===== src/rtl/ex_mem_reg_pkg.sv =====
// ============================================================================
// Module   : ex_mem_reg_pkg
// Purpose  : Shared widths, stage-action encoding and the stall/flush decode
//            for the EX/MEM pipeline register.
// Revision : 1.0 - initial release
// ============================================================================
`default_nettype none

package ex_mem_reg_pkg;

  localparam int c_DATA_W = 32;  // RegBus
  localparam int c_ADDR_W = 5;   // RegAddrBus
  localparam int c_CNT_W  = 2;   // CntBus

  typedef enum logic [1:0] {
    ACT_PASS   = 2'd0,
    ACT_BUBBLE = 2'd1,
    ACT_HOLD   = 2'd2,
    ACT_FLUSH  = 2'd3
  } stage_act_e;

  // A stalled MEM stage freezes the register even when EX is not stalled,
  // so the never-expected stall_ex=0/stall_mem=1 combination degrades to HOLD.
  function automatic stage_act_e decode_act(input logic flush,
                                            input logic stall_ex,
                                            input logic stall_mem);
    if (flush)     return ACT_FLUSH;
    if (stall_mem) return ACT_HOLD;
    if (stall_ex)  return ACT_BUBBLE;
    return ACT_PASS;
  endfunction

endpackage

`default_nettype wire


===== src/rtl/ex_mem_reg_if.sv =====
// ============================================================================
// Module   : ex_mem_if
// Purpose  : EX -> MEM bundle: stall/flush control, execute results, the
//            registered MEM-side view and the parked multi-cycle state.
// Revision : 1.0 - initial release
// ============================================================================
`default_nettype none

interface ex_mem_if
  import ex_mem_reg_pkg::*;
#(
  parameter int DATA_W = c_DATA_W,
  parameter int ADDR_W = c_ADDR_W,
  parameter int CNT_W  = c_CNT_W
);

  logic                stall_ex;
  logic                stall_mem;
  logic                flush;

  logic [DATA_W-1:0]   ex_wdata;
  logic [ADDR_W-1:0]   ex_waddr;
  logic                ex_wr_en;
  logic [DATA_W-1:0]   ex_hi;
  logic [DATA_W-1:0]   ex_lo;
  logic                ex_hilo_en;
  logic [2*DATA_W-1:0] hilo_temp_i;
  logic [CNT_W-1:0]    cnt_i;

  logic [DATA_W-1:0]   mem_wdata;
  logic [ADDR_W-1:0]   mem_waddr;
  logic                mem_wr_en;
  logic [DATA_W-1:0]   mem_hi;
  logic [DATA_W-1:0]   mem_lo;
  logic                mem_hilo_en;
  logic                mem_valid;
  logic [2*DATA_W-1:0] hilo_temp_o;
  logic [CNT_W-1:0]    cnt_o;

  // Driver side: execute stage plus stall control.
  modport master (
    output stall_ex, stall_mem, flush,
    output ex_wdata, ex_waddr, ex_wr_en, ex_hi, ex_lo, ex_hilo_en,
    output hilo_temp_i, cnt_i,
    input  mem_wdata, mem_waddr, mem_wr_en, mem_hi, mem_lo, mem_hilo_en,
    input  mem_valid, hilo_temp_o, cnt_o
  );

  // Register side.
  modport slave (
    input  stall_ex, stall_mem, flush,
    input  ex_wdata, ex_waddr, ex_wr_en, ex_hi, ex_lo, ex_hilo_en,
    input  hilo_temp_i, cnt_i,
    output mem_wdata, mem_waddr, mem_wr_en, mem_hi, mem_lo, mem_hilo_en,
    output mem_valid, hilo_temp_o, cnt_o
  );

endinterface

`default_nettype wire


===== src/rtl/ex_mem_reg.sv =====
// ============================================================================
// Module   : ex_mem_reg
// Purpose  : EX/MEM pipeline register with stall/flush bubbles and parking of
//            the MADD/MSUB partial product across a stalled execute cycle.
// Revision : 1.0 - initial release
// ============================================================================
`default_nettype none

module ex_mem_reg
  import ex_mem_reg_pkg::*;
#(
  parameter int DATA_W = c_DATA_W,
  parameter int ADDR_W = c_ADDR_W,
  parameter int CNT_W  = c_CNT_W
) (
  input  wire logic clk,
  input  wire logic rst,
  ex_mem_if.slave   bus
);

  stage_act_e w_act;

  logic [DATA_W-1:0]   wdata_d,   wdata_q;
  logic [ADDR_W-1:0]   waddr_d,   waddr_q;
  logic                wr_en_d,   wr_en_q;
  logic [DATA_W-1:0]   hi_d,      hi_q;
  logic [DATA_W-1:0]   lo_d,      lo_q;
  logic                hilo_en_d, hilo_en_q;
  logic                valid_d,   valid_q;
  logic [2*DATA_W-1:0] temp_d,    temp_q;
  logic [CNT_W-1:0]    cnt_d,     cnt_q;

  assign w_act = decode_act(bus.flush, bus.stall_ex, bus.stall_mem);

  // Result fields: bubbles clear the write enables so nothing is committed.
  always_comb begin
    wdata_d   = wdata_q;
    waddr_d   = waddr_q;
    wr_en_d   = wr_en_q;
    hi_d      = hi_q;
    lo_d      = lo_q;
    hilo_en_d = hilo_en_q;
    valid_d   = valid_q;
    unique case (w_act)
      ACT_FLUSH, ACT_BUBBLE: begin
        wdata_d   = '0;
        waddr_d   = '0;
        wr_en_d   = 1'b0;
        hi_d      = '0;
        lo_d      = '0;
        hilo_en_d = 1'b0;
        valid_d   = 1'b0;
      end
      ACT_PASS: begin
        wdata_d   = bus.ex_wdata;
        waddr_d   = bus.ex_waddr;
        wr_en_d   = bus.ex_wr_en;
        hi_d      = bus.ex_hi;
        lo_d      = bus.ex_lo;
        hilo_en_d = bus.ex_hilo_en;
        valid_d   = 1'b1;
      end
      default: ;
    endcase
  end

  always_ff @(posedge clk) begin
    if (rst) begin
      wdata_q   <= '0;
      waddr_q   <= '0;
      wr_en_q   <= 1'b0;
      hi_q      <= '0;
      lo_q      <= '0;
      hilo_en_q <= 1'b0;
      valid_q   <= 1'b0;
    end else begin
      wdata_q   <= wdata_d;
      waddr_q   <= waddr_d;
      wr_en_q   <= wr_en_d;
      hi_q      <= hi_d;
      lo_q      <= lo_d;
      hilo_en_q <= hilo_en_d;
      valid_q   <= valid_d;
    end
  end

  // Parked state is captured only while execute stalls alone; a completed
  // or killed instruction clears it so the next MADD starts from step 0.
  always_comb begin
    temp_d = temp_q;
    cnt_d  = cnt_q;
    unique case (w_act)
      ACT_FLUSH, ACT_PASS: begin
        temp_d = '0;
        cnt_d  = '0;
      end
      ACT_BUBBLE: begin
        temp_d = bus.hilo_temp_i;
        cnt_d  = bus.cnt_i;
      end
      default: ;
    endcase
  end

  always_ff @(posedge clk) begin
    if (rst) begin
      temp_q <= '0;
      cnt_q  <= '0;
    end else begin
      temp_q <= temp_d;
      cnt_q  <= cnt_d;
    end
  end

  assign bus.mem_wdata   = wdata_q;
  assign bus.mem_waddr   = waddr_q;
  assign bus.mem_wr_en   = wr_en_q;
  assign bus.mem_hi      = hi_q;
  assign bus.mem_lo      = lo_q;
  assign bus.mem_hilo_en = hilo_en_q;
  assign bus.mem_valid   = valid_q;
  assign bus.hilo_temp_o = temp_q;
  assign bus.cnt_o       = cnt_q;

endmodule

`default_nettype wire

===== src/flat_wrapper.sv =====
// flat-port wrapper written by rule: the top's interface ports become plain ports
module ex_mem_reg_flat import ex_mem_reg_pkg::*;
#(
  parameter int DATA_W = c_DATA_W,
  parameter int ADDR_W = c_ADDR_W,
  parameter int CNT_W  = c_CNT_W
)
  (clk, rst, bus_stall_ex, bus_stall_mem, bus_flush, bus_ex_wdata, bus_ex_waddr, bus_ex_wr_en, bus_ex_hi, bus_ex_lo, bus_ex_hilo_en, bus_hilo_temp_i, bus_cnt_i, bus_mem_wdata, bus_mem_waddr, bus_mem_wr_en, bus_mem_hi, bus_mem_lo, bus_mem_hilo_en, bus_mem_valid, bus_hilo_temp_o, bus_cnt_o);
  ex_mem_if #(.DATA_W(DATA_W), .ADDR_W(ADDR_W), .CNT_W(CNT_W)) bus_i ();
  input  wire logic clk;
  input  wire logic rst;
  input wire logic [$bits(bus_i.stall_ex)-1:0] bus_stall_ex;
  input wire logic [$bits(bus_i.stall_mem)-1:0] bus_stall_mem;
  input wire logic [$bits(bus_i.flush)-1:0] bus_flush;
  input wire logic [$bits(bus_i.ex_wdata)-1:0] bus_ex_wdata;
  input wire logic [$bits(bus_i.ex_waddr)-1:0] bus_ex_waddr;
  input wire logic [$bits(bus_i.ex_wr_en)-1:0] bus_ex_wr_en;
  input wire logic [$bits(bus_i.ex_hi)-1:0] bus_ex_hi;
  input wire logic [$bits(bus_i.ex_lo)-1:0] bus_ex_lo;
  input wire logic [$bits(bus_i.ex_hilo_en)-1:0] bus_ex_hilo_en;
  input wire logic [$bits(bus_i.hilo_temp_i)-1:0] bus_hilo_temp_i;
  input wire logic [$bits(bus_i.cnt_i)-1:0] bus_cnt_i;
  output wire logic [$bits(bus_i.mem_wdata)-1:0] bus_mem_wdata;
  output wire logic [$bits(bus_i.mem_waddr)-1:0] bus_mem_waddr;
  output wire logic [$bits(bus_i.mem_wr_en)-1:0] bus_mem_wr_en;
  output wire logic [$bits(bus_i.mem_hi)-1:0] bus_mem_hi;
  output wire logic [$bits(bus_i.mem_lo)-1:0] bus_mem_lo;
  output wire logic [$bits(bus_i.mem_hilo_en)-1:0] bus_mem_hilo_en;
  output wire logic [$bits(bus_i.mem_valid)-1:0] bus_mem_valid;
  output wire logic [$bits(bus_i.hilo_temp_o)-1:0] bus_hilo_temp_o;
  output wire logic [$bits(bus_i.cnt_o)-1:0] bus_cnt_o;
  assign bus_i.stall_ex = bus_stall_ex;
  assign bus_i.stall_mem = bus_stall_mem;
  assign bus_i.flush = bus_flush;
  assign bus_i.ex_wdata = bus_ex_wdata;
  assign bus_i.ex_waddr = bus_ex_waddr;
  assign bus_i.ex_wr_en = bus_ex_wr_en;
  assign bus_i.ex_hi = bus_ex_hi;
  assign bus_i.ex_lo = bus_ex_lo;
  assign bus_i.ex_hilo_en = bus_ex_hilo_en;
  assign bus_i.hilo_temp_i = bus_hilo_temp_i;
  assign bus_i.cnt_i = bus_cnt_i;
  assign bus_mem_wdata = bus_i.mem_wdata;
  assign bus_mem_waddr = bus_i.mem_waddr;
  assign bus_mem_wr_en = bus_i.mem_wr_en;
  assign bus_mem_hi = bus_i.mem_hi;
  assign bus_mem_lo = bus_i.mem_lo;
  assign bus_mem_hilo_en = bus_i.mem_hilo_en;
  assign bus_mem_valid = bus_i.mem_valid;
  assign bus_hilo_temp_o = bus_i.hilo_temp_o;
  assign bus_cnt_o = bus_i.cnt_o;
  ex_mem_reg #(.DATA_W(DATA_W), .ADDR_W(ADDR_W), .CNT_W(CNT_W)) u_core (.clk(clk), .rst(rst), .bus(bus_i));
endmodule

===== config.mk =====
export PLATFORM = sky130hd
export DESIGN_NAME = ex_mem_reg_flat
export DESIGN_NICKNAME = d
export VERILOG_FILES = /design/src/rtl/ex_mem_reg_pkg.sv /design/src/rtl/ex_mem_reg_if.sv /design/src/rtl/ex_mem_reg.sv /design/src/flat_wrapper.sv
export SDC_FILE = /design/constraint.sdc
export NUM_CORES = 1
export LEC_CHECK = 0
export CORE_MARGIN = 4
export CORE_UTILIZATION = 43
export DETAILED_ROUTE_END_ITERATION = 6
export PLACE_DENSITY = 0.89
export RECOVER_POWER = 25
export SETUP_SLACK_MARGIN = 0.4
export SLEW_MARGIN = 20
export SYNTH_ARGS = -nofsm -noshare
export SYNTH_HDL_FRONTEND = slang
export SYNTH_SLANG_ARGS = --single-unit

===== constraint.sdc =====
create_clock -name clk -period 2.7 [get_ports clk]
set_input_delay 0.27 -clock clk [delete_from_list [all_inputs] [get_ports clk]]
set_output_delay 0.27 -clock clk [all_outputs]
set_load 0.02 [all_outputs]

==> Implementation_results.wiki <==
{| class="wikitable"
! Metric !! Value
|-
| Wirelength per Cell || 16.2 um
|-
| Length in cells of the worst reg-to-reg path || 2
|-
| Leading cell types by count after synthesis || a21oi_1, dfxtp_1, nand2_1, or3b_1, nand3b_1
|-
| Worst EP arrival || 2.31 ns
|-
| Syn nets || slightly above 900
|-
| Total I/O pin count || 344
|-
| Leading register cell type out of synthesis || dfxtp_1
|-
| Run status || finished, final reports clean
|-
| Final setup TNS || 0 ns
|-
| Maximum operating frequency || 500 MHz
|-
| Total routing usage reported by global routing || 0.222
|-
| Maximum number of pins on one net before global-route repair || 153
|-
| Aggregate routed wire length || about 20000 um
|-
| Post-cts repair resize count || 0
|-
| CTS Buffer Depth || 2
|-
| Die area || about 0.018 mm2
|-
| DRC Markers || 0
|-
| Drt via density || approximately 5.1
|-
| Power Density || 530 mW/mm2
|-
| Finished Core Util || 0.704
|-
| Cell leakage power || 3.59 nW
|-
| Max-cap violations || 0
|-
| Buffer count from post-CTS setup fixing || 0
|-
| Total count of hold-check failures in the final report || 0
|-
| Portion of the post-synthesis area used by sequential elements || 0.509
|-
| Number of library cell types mapped by synthesis || 11
|-
| Setup repair after global routing missed its margin || no
|-
| Vias in the first global route || ~6k
|-
| Worst EP required || 3.01 ns
|-
| Number of synthesized register bits || 170
|-
| Class of the worst hold path || primary input to register
|-
| Final global-route overflow total || 0
|-
| Setup crit end kind || register
|-
| Pre-antenna DRT Iters || 4
|-
| Share of final-layout standard cells stronger than drive strength 1 || 0.0505
|-
| Clock tree skew after final layout || 0 ns
|-
| Number of instances on the worst hold path || 3
|-
| Synth Area per Inst || 8.84 um2
|-
| Insertion delay to the later sink of the worst-skew pair || ~0.42 ns
|-
| Number of nets still failing antenna checks after routing || 0
|-
| Antenna violations before repair || 0
|-
| Layout area overhead || 60.1%
|-
| FP Rows || 45
|-
| Post-synth EDFFs || 0
|-
| Drt initial violations || 353
|-
| Cell area after layout || roughly 0.011 mm2
|-
| Hold Buf Count CTS || 0
|-
| Multi-input logic area || 0.00290 mm2
|-
| CP Launch Type || primary input
|-
| Minimum setup slack after placement || 0.814 ns
|-
| Min cycle time layout || approximately 2 ns
|-
| Transition time at the pin with the least slew margin || 1.41 ns
|-
| Async set-reset flop share out of synthesis || 0
|-
| Post-synthesis instance area || 0.00668 mm2
|-
| Worst setup slack after layout || 0.701 ns
|-
| Post-route clock period utilization || 0.740
|-
| Clock root buffer master || clkbuf_16
|-
| Antenna Diode Count || 0
|-
| Maximum fanout along the worst path || roughly 150
|-
| Total CTS buffers || 17
|-
| Critical path start-end classification || primary input to register
|-
| Post-detailed-placement cell area || 0.0101 mm2
|-
| H-tree depth || 4
|-
| # setup viols final || 0
|-
| Sequential cell area in the final layout || around 0.0034 mm2
|-
| Clock transition at the register clock pins on the worst setup and hold paths after CTS || approximately 0.06 ns
|-
| Yosys warnings || 0
|-
| Max_slew headroom || 0.0617
|-
| Peak supply drop || 0.423 mV
|-
| Share of Yosys cell area claimed by the top area cell type || 0.509
|-
| Final layout net count || 1230
|-
| Number of port buffers || 343
|-
| Clock tree from TritonCTS || done
|-
| First-pass GRT wire length || 31600 um
|-
| Starting density of the core || 0.440
|-
| Fin. max-slew vios || 0
|-
| Overall power || 5.67 mW
|-
| Cell types occupying the most area after synthesis || dfxtp_1, a21oi_1, or3b_1, nand2_1, nand3b_1
|-
| Gate Count Post-Synth || 756
|-
| Horizontal die dimension || 133 um
|-
| Die height || 133 um
|-
| Clk sink count || 170
|-
| HPWL after DPL || 14500 um
|-
| Placeable core area || 0.0152 mm2
|-
| Routed via count || 6405
|-
| Gp weighted congestion || a little under 0.8
|-
| Largest area contributor in the netlist || dfxtp_1
|-
| Total of fill cells in the finished design || 1121
|}
[metrics by stage]
| step | instances | hold slack [ns] |
|---|---|---|
| final | 1257 | 0.431 |
| after global routing | 1257 | 0.420 |
| after CTS | 1257 | 0.399 |
| after detailed placement | 1225 | 0.442 |
| after global placement | 1225 | 0.436 |
| after floorplan | 756 | 0.436 |
[per-layer routing]
metal,routed length (um),track usage,part of all wire
met5,0,0,0
met2,10100,0.379,0.50
met3,1690,0.0814,0.083
met1,8040,0.254,0.39
met4,513,0.0843,0.025
[area by class of cell]
cell class / count / share of cell area
Clock buffer: 20 / 0.0436
Clock inverter: 12 / 0.0105
Multi-Input combinational cell: 511 / 0.271
Sequential cell: 170 / 0.318
Tap cell: 188 / 0.0220
Timing Repair Buffer: 356 / 0.334
[final timing paths]
path / to / startpoint / slack, ns
worst min register to register: u_core.bus.hilo_temp_o[43] / u_core.bus.hilo_temp_o[43] / 0.45
worst max-delay path: u_core.bus.hilo_temp_o[52] / bus_stall_mem / 0.70
worst max register to register: u_core.bus.hilo_temp_o[39] / u_core.bus.hilo_temp_o[39] / 2.02
worst min-delay path: u_core.bus.hilo_temp_o[47] / bus_hilo_temp_i[47] / 0.43
[placed cells by master, fill, tap and decap left out, drive strengths merged]
master         instances
or3b                 103
clkdlybuf4s50        341
or2                    2
clkbuf                25
nand3b                66
clkinvlp               4
dfxtp                170
inv                    4
bufinv                 1
a21oi                170
clkinv                 3
nand2                170
buf                   10
[worst max-delay path, cell delays in order]
cell and delay, ns:
clkbuf_4 1.02, clkbuf_2 0.68, nand3b_1 0.20, a21oi_1 0.07
[logic make-up after synthesis]
group / after synthesis / share of synthesized area
flops: 170 / 0.509
compound gates: 170 / 0.127
buf+inv: 75 / 0.0569
simple gates: 341 / 0.306
[sequential cells by signal (all words and copies together), names as in the netlist]
| name | count |
|---|---|
| u_core.bus.mem_hilo_en | 1 |
| u_core.bus.mem_valid | 1 |
| u_core.bus.mem_lo | 32 |
| u_core.bus.mem_wdata | 32 |
| u_core.bus.mem_hi | 32 |
| u_core.bus.mem_wr_en | 1 |
| u_core.bus.cnt_o | 2 |
| u_core.bus.mem_waddr | 5 |
| u_core.bus.hilo_temp_o | 64 |
[power by group]
part	leakage [nW]	internal (mW)	switching, mW
logic	1.94	0.406	0.304
registers	1.38	2.56	0.0257
clock network	0.277	1.35	1.02
total	3.59	4.32	1.35
(Power assumes the default switching activity.)
